### config.mk
export PLATFORM = sky130hd
export DESIGN_NAME = uart_tx_arbiter
export DESIGN_NICKNAME = d
export VERILOG_FILES = /design/src/rtl/debug_pkg.sv /design/src/rtl/rr_pick.sv /design/src/rtl/uart_tx_arbiter.sv
export SDC_FILE = /design/constraint.sdc
export NUM_CORES = 1
export LEC_CHECK = 0
export BUFFER_PORTS_ARGS = -buffer_cell sky130_fd_sc_hd__buf_2
export CORE_UTILIZATION = 41
export CTS_CLUSTER_DIAMETER = 120
export CTS_CLUSTER_SIZE = 8
export DETAILED_ROUTE_END_ITERATION = 10
export GPL_ROUTABILITY_DRIVEN = 0
export HOLD_SLACK_MARGIN = 0.12
export PLACE_DENSITY = 0.7
export SLEW_MARGIN = 20
export SYNTH_ARGS = -nofsm -noshare
export SYNTH_HDL_FRONTEND = slang
export SYNTH_SLANG_ARGS = --single-unit
export TNS_END_PERCENT = 30
### constraint.sdc
create_clock -name clk -period 2.2 [get_ports clk]
set_input_delay 0.33 -clock clk [delete_from_list [all_inputs] [get_ports clk]]
set_output_delay 0.33 -clock clk [all_outputs]
set_load 0.03 [all_outputs]
### src/rtl/debug_pkg.sv
// Shared types and width helpers for the debug-link blocks (UART TX arbiter,
// register-file access arbiter).
package debug_pkg;

  typedef enum logic [1:0] {
    IDLE      = 2'd0,
    LOCKED    = 2'd1,
    WAIT_ACK  = 2'd2,
    WAIT_DONE = 2'd3
  } arb_state_t;

  localparam int unsigned UART_BYTE_W = 8;

  // Counter / index width for a range of n values; never narrower than 1 bit.
  function automatic int unsigned cnt_w(input int unsigned n);
    return (n > 1) ? $clog2(n) : 1;
  endfunction

endpackage

### src/rtl/rr_pick.sv
// Combinational round-robin picker: first set request after last_idx,
// wrapping modulo N.
module rr_pick
  import debug_pkg::*;
#(
  parameter int unsigned N     = 2,
  parameter int unsigned IDX_W = cnt_w(N)
) (
  input  logic [N-1:0]     req,
  input  logic [IDX_W-1:0] last_idx,
  output logic [N-1:0]     win_onehot,
  output logic [IDX_W-1:0] win_idx,
  output logic             win_any
);

  int unsigned cand;

  always_comb begin
    win_onehot = '0;
    win_idx    = '0;
    win_any    = 1'b0;
    cand       = 0;
    // Offsets 1..N from last_idx; offset N lands on last_idx itself (lowest priority).
    for (int unsigned k = 1; k <= N; k++) begin
      cand = 32'(last_idx) + k;
      if (cand >= N) cand = cand - N;
      for (int unsigned j = 0; j < N; j++) begin
        if (!win_any && (cand == j) && req[j]) begin
          win_any       = 1'b1;
          win_idx       = IDX_W'(j);
          win_onehot[j] = 1'b1;
        end
      end
    end
  end

endmodule

### src/rtl/uart_tx_arbiter.sv
// Per-message arbiter sharing one UART transmitter between NUM_REQ byte
// streams; a grant is held until the byte flagged last has left the UART.
module uart_tx_arbiter
  import debug_pkg::*;
#(
  parameter int unsigned NUM_REQ      = 2,
  parameter int unsigned DATA_WIDTH   = 8,
  parameter int unsigned LOCK_TIMEOUT = 1024,
  parameter int unsigned ACK_TIMEOUT  = 16
) (
  input  logic                          clk,
  input  logic                          rst,
  input  logic [NUM_REQ-1:0]            req_valid,
  input  logic [NUM_REQ*DATA_WIDTH-1:0] req_data,
  input  logic [NUM_REQ-1:0]            req_last,
  output logic [NUM_REQ-1:0]            req_ready,
  output logic [UART_BYTE_W-1:0]        tx_data_o,
  output logic                          tx_start,
  input  logic                          busy,
  output logic [NUM_REQ-1:0]            grant_o,
  output logic                          active_o,
  output logic                          timeout_err
);

  localparam int unsigned IDX_W  = cnt_w(NUM_REQ);
  localparam int unsigned LOCK_W = cnt_w(LOCK_TIMEOUT);
  localparam int unsigned ACK_W  = cnt_w(ACK_TIMEOUT);
  localparam logic [LOCK_W-1:0] LOCK_LAST = LOCK_W'(LOCK_TIMEOUT - 1);
  localparam logic [ACK_W-1:0]  ACK_LAST  = ACK_W'(ACK_TIMEOUT - 1);

  if (NUM_REQ < 2 || NUM_REQ > 8) begin : g_bad_num_req
    $error("uart_tx_arbiter: NUM_REQ must be 2..8");
  end
  if (LOCK_TIMEOUT < 1 || ACK_TIMEOUT < 1) begin : g_bad_timeout
    $error("uart_tx_arbiter: timeouts must be at least 1");
  end

  arb_state_t          state_q, state_d;
  logic [NUM_REQ-1:0]  grant_q, grant_d;
  logic [IDX_W-1:0]    owner_q, owner_d;
  logic [IDX_W-1:0]    last_grant_q, last_grant_d;
  logic [LOCK_W-1:0]   lock_cnt_q, lock_cnt_d;
  logic [ACK_W-1:0]    ack_cnt_q, ack_cnt_d;
  logic                last_flag_q, last_flag_d;
  logic                timeout_q, timeout_d;

  logic [NUM_REQ-1:0]    pick_onehot;
  logic [IDX_W-1:0]      pick_idx;
  logic                  pick_any;
  logic                  own_valid;
  logic                  own_last;
  logic [DATA_WIDTH-1:0] own_data;
  logic                  byte_done;

  rr_pick #(
    .N     (NUM_REQ),
    .IDX_W (IDX_W)
  ) u_pick (
    .req        (req_valid),
    .last_idx   (last_grant_q),
    .win_onehot (pick_onehot),
    .win_idx    (pick_idx),
    .win_any    (pick_any)
  );

  // Owner's handshake signals, muxed by the one-hot grant.
  always_comb begin
    own_valid = 1'b0;
    own_last  = 1'b0;
    own_data  = '0;
    for (int unsigned j = 0; j < NUM_REQ; j++) begin
      if (grant_q[j]) begin
        own_valid = req_valid[j];
        own_last  = req_last[j];
        own_data  = req_data[j*DATA_WIDTH +: DATA_WIDTH];
      end
    end
  end

  always_comb begin
    state_d      = state_q;
    grant_d      = grant_q;
    owner_d      = owner_q;
    last_grant_d = last_grant_q;
    lock_cnt_d   = lock_cnt_q;
    ack_cnt_d    = ack_cnt_q;
    last_flag_d  = last_flag_q;
    timeout_d    = 1'b0;
    byte_done    = 1'b0;
    req_ready    = '0;
    tx_start     = 1'b0;
    tx_data_o    = '0;

    case (state_q)
      IDLE: begin
        if (pick_any) begin
          grant_d    = pick_onehot;
          owner_d    = pick_idx;
          lock_cnt_d = '0;
          state_d    = LOCKED;
        end
      end
      LOCKED: begin
        // A launch wins over a timeout expiring in the same cycle.
        if (own_valid && !busy) begin
          tx_start    = 1'b1;
          tx_data_o   = UART_BYTE_W'(own_data);
          req_ready   = grant_q;
          last_flag_d = own_last;
          ack_cnt_d   = '0;
          state_d     = WAIT_ACK;
        end else if (lock_cnt_q == LOCK_LAST) begin
          timeout_d    = 1'b1;
          last_grant_d = owner_q;
          grant_d      = '0;
          state_d      = IDLE;
        end else begin
          lock_cnt_d = lock_cnt_q + LOCK_W'(1);
        end
      end
      WAIT_ACK: begin
        if (busy) begin
          state_d = WAIT_DONE;
        end else if (ack_cnt_q == ACK_LAST) begin
          byte_done = 1'b1;
        end else begin
          ack_cnt_d = ack_cnt_q + ACK_W'(1);
        end
      end
      WAIT_DONE: begin
        if (!busy) byte_done = 1'b1;
      end
      default: state_d = IDLE;
    endcase

    // Shared exit for a completed byte (busy fell, or the ack wait expired).
    if (byte_done) begin
      if (last_flag_q) begin
        last_grant_d = owner_q;
        grant_d      = '0;
        state_d      = IDLE;
      end else begin
        lock_cnt_d = '0;
        state_d    = LOCKED;
      end
    end
  end

  always_ff @(posedge clk or posedge rst) begin
    if (rst) begin
      state_q      <= IDLE;
      grant_q      <= '0;
      owner_q      <= '0;
      last_grant_q <= IDX_W'(NUM_REQ - 1);
      lock_cnt_q   <= '0;
      ack_cnt_q    <= '0;
      last_flag_q  <= 1'b0;
      timeout_q    <= 1'b0;
    end else begin
      state_q      <= state_d;
      grant_q      <= grant_d;
      owner_q      <= owner_d;
      last_grant_q <= last_grant_d;
      lock_cnt_q   <= lock_cnt_d;
      ack_cnt_q    <= ack_cnt_d;
      last_flag_q  <= last_flag_d;
      timeout_q    <= timeout_d;
    end
  end

  assign grant_o     = grant_q;
  assign active_o    = (state_q != IDLE);
  assign timeout_err = timeout_q;

endmodule

==> results.py, run 1 <==
metrics = {
    "synthesis": {
        "ys_warn_count": 0,
        "synth_fa_ha_area_share_pct": 5.72,
        "synth_area_mm2": 0.00153,
        "synth_compound_area_share_pct": 23.5,
        "syn_inst": 173,
        "synth_top_family_by_area": "simple AND/OR/NAND/NOR gates",
        "synth_mux_area_share_pct": 4.08,
        "synth_enable_flop_cells": 0,
        "async_flop_share_pct": 100,
        "ys_ff_latch": 22,
        "dominantRegCellSynth": "dfrtp_1",
        "ys_seq_area_share_pct": 36.0,
        "synth_simple_gate_area_share_pct": 25.2,
        "synthXorXnorAreaFrac_pct": 0.572,
        "syn_avg_cell_area_um2": 8.85,
        "ys_types": 49,
        "syn_nets": 203,
    },
    "sta": {
        "worstMarginPinSlew_ns": 0.386,
        "max_freq_mhz": 492,
        "slew_headroom_pct": 74.3,
        "finalHoldViolations": 0,
        "finalMaxSlewViolations": 0,
        "finalSetupViolCount": 0,
        "hold_ws_ns": 0.338,
        "min_period_ns": 2.03,
        "rsz0062_at_grt": "no",
        "finalCritPeriodShare_pct": 92.4,
        "skew_ns": 0.00496,
    },
    "global_route": {
        "first_global_vias": 1419,
        "grt_pass1_wl_um": 6100,
        "grt_max_degree": 23,
        "gr-total-overflow": 0,
        "grt_usage_pct": 19.0,
        "grt_antenna_before_repair": 0,
    },
    "detailed_routing": {
        "vias_per_cell": 5.52,
        "drtPass1Iterations": 4,
        "wire_per_inst_um": 13.5,
        "vias": 1440,
        "ant_nets": 0,
        "routed_wl_um": 3540,
        "drtIter0Drc": 81,
        "drcViolationCount": 0,
    },
    "cts": {
        "cts_tree": "done",
        "cts_setup_buffers": 0,
        "clock_latency_ns": 0.26,
        "numCtsBuffers": 3,
        "clockBufferDepth": 2,
        "clock-sinks": 22,
        "htree_levels": 1,
        "root_buffer": "clkbuf_8",
        "clk_pin_slew_worst_paths_ns": 0.08,
    },
    "place": {
        "numPortBuffers": 37,
        "place_area_mm2": 0.00180,
        "hpwl_um": 2660,
    },
    "final_layout": {
        "area_delta_synth_final_pct": 24.7,
        "antenna_cells": 0,
        "drive_gt1_share_pct": 28.8,
        "register_area_um2": 552,
        "n_fill_cell": 327,
        "fin_util_pct": 55.1,
        "fin_nets": 246,
        "fin_area_mm2": 0.00191,
        "multiInputGateArea_um2": 932,
    },
    "critical_path": {
        "arrival_ns": 1.70,
        "critPathSlowestCell": "dfrtp_1",
        "reg2regPathDepth": 6,
        "rr_startpoint": "state_q[0]",
        "cp.depth": 5,
        "r2r_end": "grant_o[1]",
        "r2r_slack_ns": 0.26,
        "crit_buf_inv": 2,
        "critPathMaxStageDelay_ns": 0.48,
        "cp-start-kind": "register",
        "crit_fanout": 9,
        "crit_path_end_kind": "primary output",
        "critPathTopFamily": "flip-flops",
        "required_ns": 1.87,
        "crit_chain": "nand3b_1 > nor4_2 > buf_4 > a22o_1 > buf_2",
        "critPathKind": "reg2out",
    },
    "power": {
        "vdd_drop_max_v": 0.000268,
        "p_clk_share_pct": 46.2,
        "p_leak_nw": 0.861,
        "intPower_mw": 0.666,
        "seqPwrFrac_pct": 48.9,
        "power.density_mw_per_mm2": 432,
        "p_switching_mw": 0.159,
        "switching_share_pct": 19.3,
        "comb_power_share_pct": 4.8,
    },
    "die": {
        "start_util_pct": 44.2,
        "row_count": 21,
        "ios": 38,
        "die_width_um": 63.1,
        "fp.coreArea_mm2": 0.00347,
        "die_height_um": 63.1,
        "dieArea_mm2": 0.00398,
    },
    "min_path": {
        "whs_endpoint": "owner_q",
        "whs_path_depth": 2,
        "hp-start": "req_valid[0]",
        "worstHoldPathType": "in2reg",
    },
    "flow_run": {
        "maxCapViolations": 0,
    },
    "run_status": {
        "outcome": "complete, no violations",
    },
}
## power groups by stage
| stage | logic, mW | registers [mW] | clock network (mW) |
|---|---|---|---|
| floorplan | 0.0102 | 0.412 | 0 |
| global placement | 0.0380 | 0.412 | 0 |
| detailed placement | 0.0379 | 0.412 | 0 |
| CTS | 0.0394 | 0.404 | 0.387 |
| global route | 0.0454 | 0.404 | 0.404 |
| finish | 0.0400 | 0.404 | 0.382 |
## how the worst max path moves through the flow
stage / to / from / slack [ns]
after detailed placement: tx_data_o[4] / state_q[1] / 0.26
after floorplan: req_ready[0] / state_q[1] / -0.11
final: tx_data_o[6] / grant_o[1] / 0.17
after global routing: tx_data_o[4] / grant_o[1] / 0.06
after global placement: tx_data_o[4] / state_q[1] / 0.32
after CTS: tx_data_o[4] / state_q[1] / 0.05
## cells by family after synthesis
family,Yosys count
adders and majority gates,7
AOI/OAI and AO/OA,52
buffers and inverters,17
DFF,22
muxes,6
and+or+nand+nor,68
xor gates and xnor gates,1
## cell usage after synthesis (all sizes together), types with 2 or more instances
cell,instances,area share [%]
a211oi,2,0.98
a21boi,2,0.98
a21oi,8,2.9
a22o,8,4.6
a31oi,5,2.0
a41oi,2,1.1
and2,2,0.82
buf,5,2.0
clkbuf,3,0.74
dfrtp,21,34
ha,7,5.7
inv,9,2.2
mux2,2,1.5
mux2i,4,2.6
nand2,20,4.9
nand2b,5,2.0
nand3,7,2.3
nand3b,5,2.5
nand4,3,1.2
nor2,10,2.5
nor3,3,1.3
nor4,3,1.6
o211ai,3,1.5
o21a,2,0.98
o21ai,12,4.2
o22ai,2,0.82
## placed cells by master (no fill, tap or decap), types with 2 or more instances in the layout
| master | count |
|---|---|
| ha_1 | 6 |
| o21ai_0 | 11 |
| nand4_1 | 3 |
| a21boi_0 | 2 |
| a41oi_1 | 2 |
| nand3_1 | 7 |
| o22ai_1 | 2 |
| clkbuf_8 | 3 |
| nand3b_1 | 5 |
| inv_1 | 8 |
| buf_4 | 8 |
| nand2b_1 | 4 |
| buf_2 | 34 |
| nor4_1 | 2 |
| mux2i_1 | 4 |
| nand2_1 | 20 |
| a31oi_1 | 5 |
| nor3_1 | 2 |
| nor2_1 | 9 |
| dfrtp_1 | 21 |
| a22o_1 | 8 |
| o211ai_1 | 3 |
| a211oi_1 | 2 |
| and2_1 | 2 |
| a21oi_1 | 7 |
| clkbuf_4 | 3 |
| mux2_2 | 2 |
| o21a_1 | 2 |
## registers in the layout, summed over array words and instances (netlist names)
| register | flops |
|---|---|
| ack_cnt_q | 4 |
| grant_o | 2 |
| last_flag_q | 1 |
| last_grant_q | 1 |
| lock_cnt_q | 10 |
| owner_q | 1 |
| state_q | 2 |
| timeout_err | 1 |
## metal layers
layer	track usage [%]	routed length, um
met4	5.52	29
met1	24.5	1710
met5	0	0
met2	32.8	1730
met3	2.72	68
## what timing repair did
| item | 4_1_cts | 5_1_grt |
|---|---|---|
| endpoints found under the setup margin | 8 | 8 |
| hold endpoints to repair | 21 | 0 |
| hold buffers | 1 | 0 |
| gates resized for setup | 3 | 5 |
## worst register-to-register path: stages (launching register included)
cell and delay, ns:
dfrtp_1 0.46, inv_1 0.13, ha_1 0.17, or3b_1 0.46
o21ai_2 0.21, o21ai_0 0.17, a21boi_0 0.24
## per-stage QoR
stage / instances / setup TNS (ns) / total power, mW / worst slack, ns
floorplan: 173 / -0.114 / 0.422 / -0.114
global placement: 256 / 0 / 0.450 / 0.319
detailed placement: 256 / 0 / 0.450 / 0.262
CTS: 261 / 0 / 0.830 / 0.0465
global route: 261 / 0 / 0.854 / 0.0564
finish: 261 / 0 / 0.826 / 0.167
## final cells by class
| cell class | instances | area share, % |
|---|---|---|
| inverter | 9 | 1.77 |
| clock buffer | 3 | 2.16 |
| timing repair buffer | 46 | 13.8 |
| tap | 46 | 3.01 |
| clock inverter | 1 | 1.57 |
| sequential | 22 | 28.9 |
| multi-input combinational | 134 | 48.8 |
(Power assumes the default switching activity.)
==> inputs of run 2 (changes only) <==
--- a/config.mk
+++ b/config.mk
@@ -12,7 +12,6 @@
 export DETAILED_ROUTE_END_ITERATION = 10
 export GPL_ROUTABILITY_DRIVEN = 0
 export HOLD_SLACK_MARGIN = 0.12
-export PLACE_DENSITY = 0.7
 export SLEW_MARGIN = 20
 export SYNTH_ARGS = -nofsm -noshare
 export SYNTH_HDL_FRONTEND = slang
==> results.py, run 2 (synthesis gave the netlist of run 1 again) <==
metrics = {
    "run_status": {
        "outcome": "complete, no violations",
    },
    "critical_path": {
        "crit_path_end_kind": "primary output",
        "r2r_slack_ns": 0.22,
        "critPathTopFamily": "buffers and inverters",
        "cp.depth": 7,
        "required_ns": 1.87,
        "critPathSlowestCell": "dfrtp_1",
        "r2r_end": "lock_cnt_q[5]",
        "critPathKind": "reg2out",
        "crit_fanout": 8,
        "cp-start-kind": "register",
        "crit_buf_inv": 3,
        "arrival_ns": 1.73,
        "crit_chain": "inv_2 > ha_4 > nand2b_2 > nor4_2 > buf_4 > a22o_1 > buf_2",
        "critPathLaunch": "state_q[1]",
        "setup.worst_path.end": "tx_data_o[0]",
        "rr_startpoint": "state_q[0]",
        "reg2regPathDepth": 7,
        "critPathMaxStageDelay_ns": 0.41,
    },
    "power": {
        "comb_power_share_pct": 5.4,
        "intPower_mw": 0.582,
        "p_clk_share_pct": 39.7,
        "p_leak_nw": 0.838,
        "switching_share_pct": 21.0,
        "power.density_mw_per_mm2": 392,
        "seqPwrFrac_pct": 54.8,
        "power_mw": 0.737,
        "vdd_drop_max_v": 0.000241,
        "p_switching_mw": 0.154,
    },
    "global_route": {
        "grt_usage_pct": 20.6,
        "grt_max_degree": 23,
        "gr-total-overflow": 0,
        "first_global_vias": 1417,
        "grt_antenna_before_repair": 0,
        "grt_pass1_wl_um": 6510,
    },
    "min_path": {
        "hp-start": "req_valid[0]",
        "worstHoldPathType": "in2reg",
    },
    "detailed_routing": {
        "routed_wl_um": 3740,
        "ant_nets": 0,
        "vias": 1498,
        "vias_per_cell": 5.76,
        "drtPass1Iterations": 4,
        "wire_per_inst_um": 14.4,
        "drcViolationCount": 0,
        "drtIter0Drc": 116,
    },
    "final_layout": {
        "final_common_cell": "buf_2",
        "top_register": "lock_cnt_q",
        "area_delta_synth_final_pct": 22.8,
        "final_cell_mix": "buf_2, nand2_1, dfrtp_1",
        "antenna_cells": 0,
        "biggestRegsByFlops": "lock_cnt_q x10, ack_cnt_q x4",
        "drive_gt1_share_pct": 29.9,
        "fin_nets": 245,
        "largest_reg_flops": 10,
        "n_fill_cell": 344,
        "stdcell_count": 260,
    },
    "die": {
        "row_count": 21,
        "dieArea_mm2": 0.00398,
        "start_util_pct": 44.2,
        "die_height_um": 63.1,
        "die_width_um": 63.1,
        "fp.coreArea_mm2": 0.00347,
        "ios": 38,
    },
    "cts": {
        "clock_latency_ns": 0.26,
        "cts_setup_buffers": 0,
        "cts_tree": "done",
        "clk_pin_slew_worst_paths_ns": 0.08,
        "numCtsBuffers": 3,
        "htree_levels": 1,
        "clockBufferDepth": 2,
        "root_buffer": "clkbuf_8",
        "clock-sinks": 22,
    },
    "sta": {
        "min_period_ns": 2.06,
        "max_freq_mhz": 486,
        "worstMarginPinSlew_ns": 0.430,
        "finalMaxSlewViolations": 0,
        "skew_ns": 0.00245,
        "finalSetupViolCount": 0,
        "rsz0062_at_grt": "no",
        "finalHoldViolations": 0,
        "slew_headroom_pct": 71.3,
        "finalCritPeriodShare_pct": 93.6,
    },
    "place": {
        "numPortBuffers": 37,
        "hpwl_um": 2850,
        "dp.cells": 255,
    },
    "flow_run": {
        "maxCapViolations": 0,
    },
}
-- run 2: metal layers --
metal  up-vias  global-route usage [%]  share of wire [%]
met1       724                    28.9                 46
met2        32                    32.9                 49
li1        733                       -                  -
met4         0                    6.10                1.7
met5         -                       0                  0
met3         9                    2.36                2.8
-- run 2: power groups by stage --
stage / logic, mW / registers, mW / clock network, mW
final: 0.0401 / 0.404 / 0.293
after detailed placement: 0.0387 / 0.412 / 0
after global routing: 0.0453 / 0.404 / 0.326
after global placement: 0.0376 / 0.412 / 0
after floorplan: 0.0102 / 0.412 / 0
after CTS: 0.0404 / 0.404 / 0.305
-- run 2: how the worst min path moves through the flow --
stage | endpoint | slack, ns | cells past startpoint
after CTS | owner_q | 0.33 | 2
after floorplan | ack_cnt_q[0] | 0.32 | 1
final | owner_q | 0.34 | 2
after global routing | owner_q | 0.36 | 2
after global placement | lock_cnt_q[2] | 0.38 | 3
after detailed placement | lock_cnt_q[5] | 0.39 | 3
-- run 2: final cells by class --
| type | instances | area (um^2) | share of cell area, % |
|---|---|---|---|
| Clock buffer | 4 | 55.1 | 2.93 |
| Inverter | 9 | 33.8 | 1.80 |
| Multi-Input combinational cell | 134 | 933 | 49.6 |
| Sequential cell | 22 | 553 | 29.4 |
| Tap cell | 46 | 57.6 | 3.06 |
| Timing Repair Buffer | 45 | 248 | 13.2 |
-- run 2: worst register-to-register path, cell delays in order, from the launching register on --
cell and delay, ns:
dfrtp_1 0.45, inv_1 0.13, ha_1 0.18, or3b_1 0.48
o21ai_2 0.23, nand3b_1 0.19, o211ai_1 0.09, a21oi_1 0.15
-- run 2: metrics by stage --
stage                     setup TNS, ns  cell area [um^2]  worst slack [ns]  hold WS [ns]  utilization, %
after floorplan                  -0.114              1530            -0.114         0.318               -
after global routing                  0              1880            0.0252         0.364            54.2
final                                 0              1880             0.141         0.345            54.2
after detailed placement              0              1790             0.179         0.388            51.6
after global placement                0              1790             0.203         0.378            51.6
after CTS                             0              1870            0.0343         0.332            53.9
-- run 2: repair_timing --
action	in CTS	in global routing
setup endpoints to repair	9	12
resized for setup	3	5
hold buffers	1	0
hold endpoints to repair	21	0
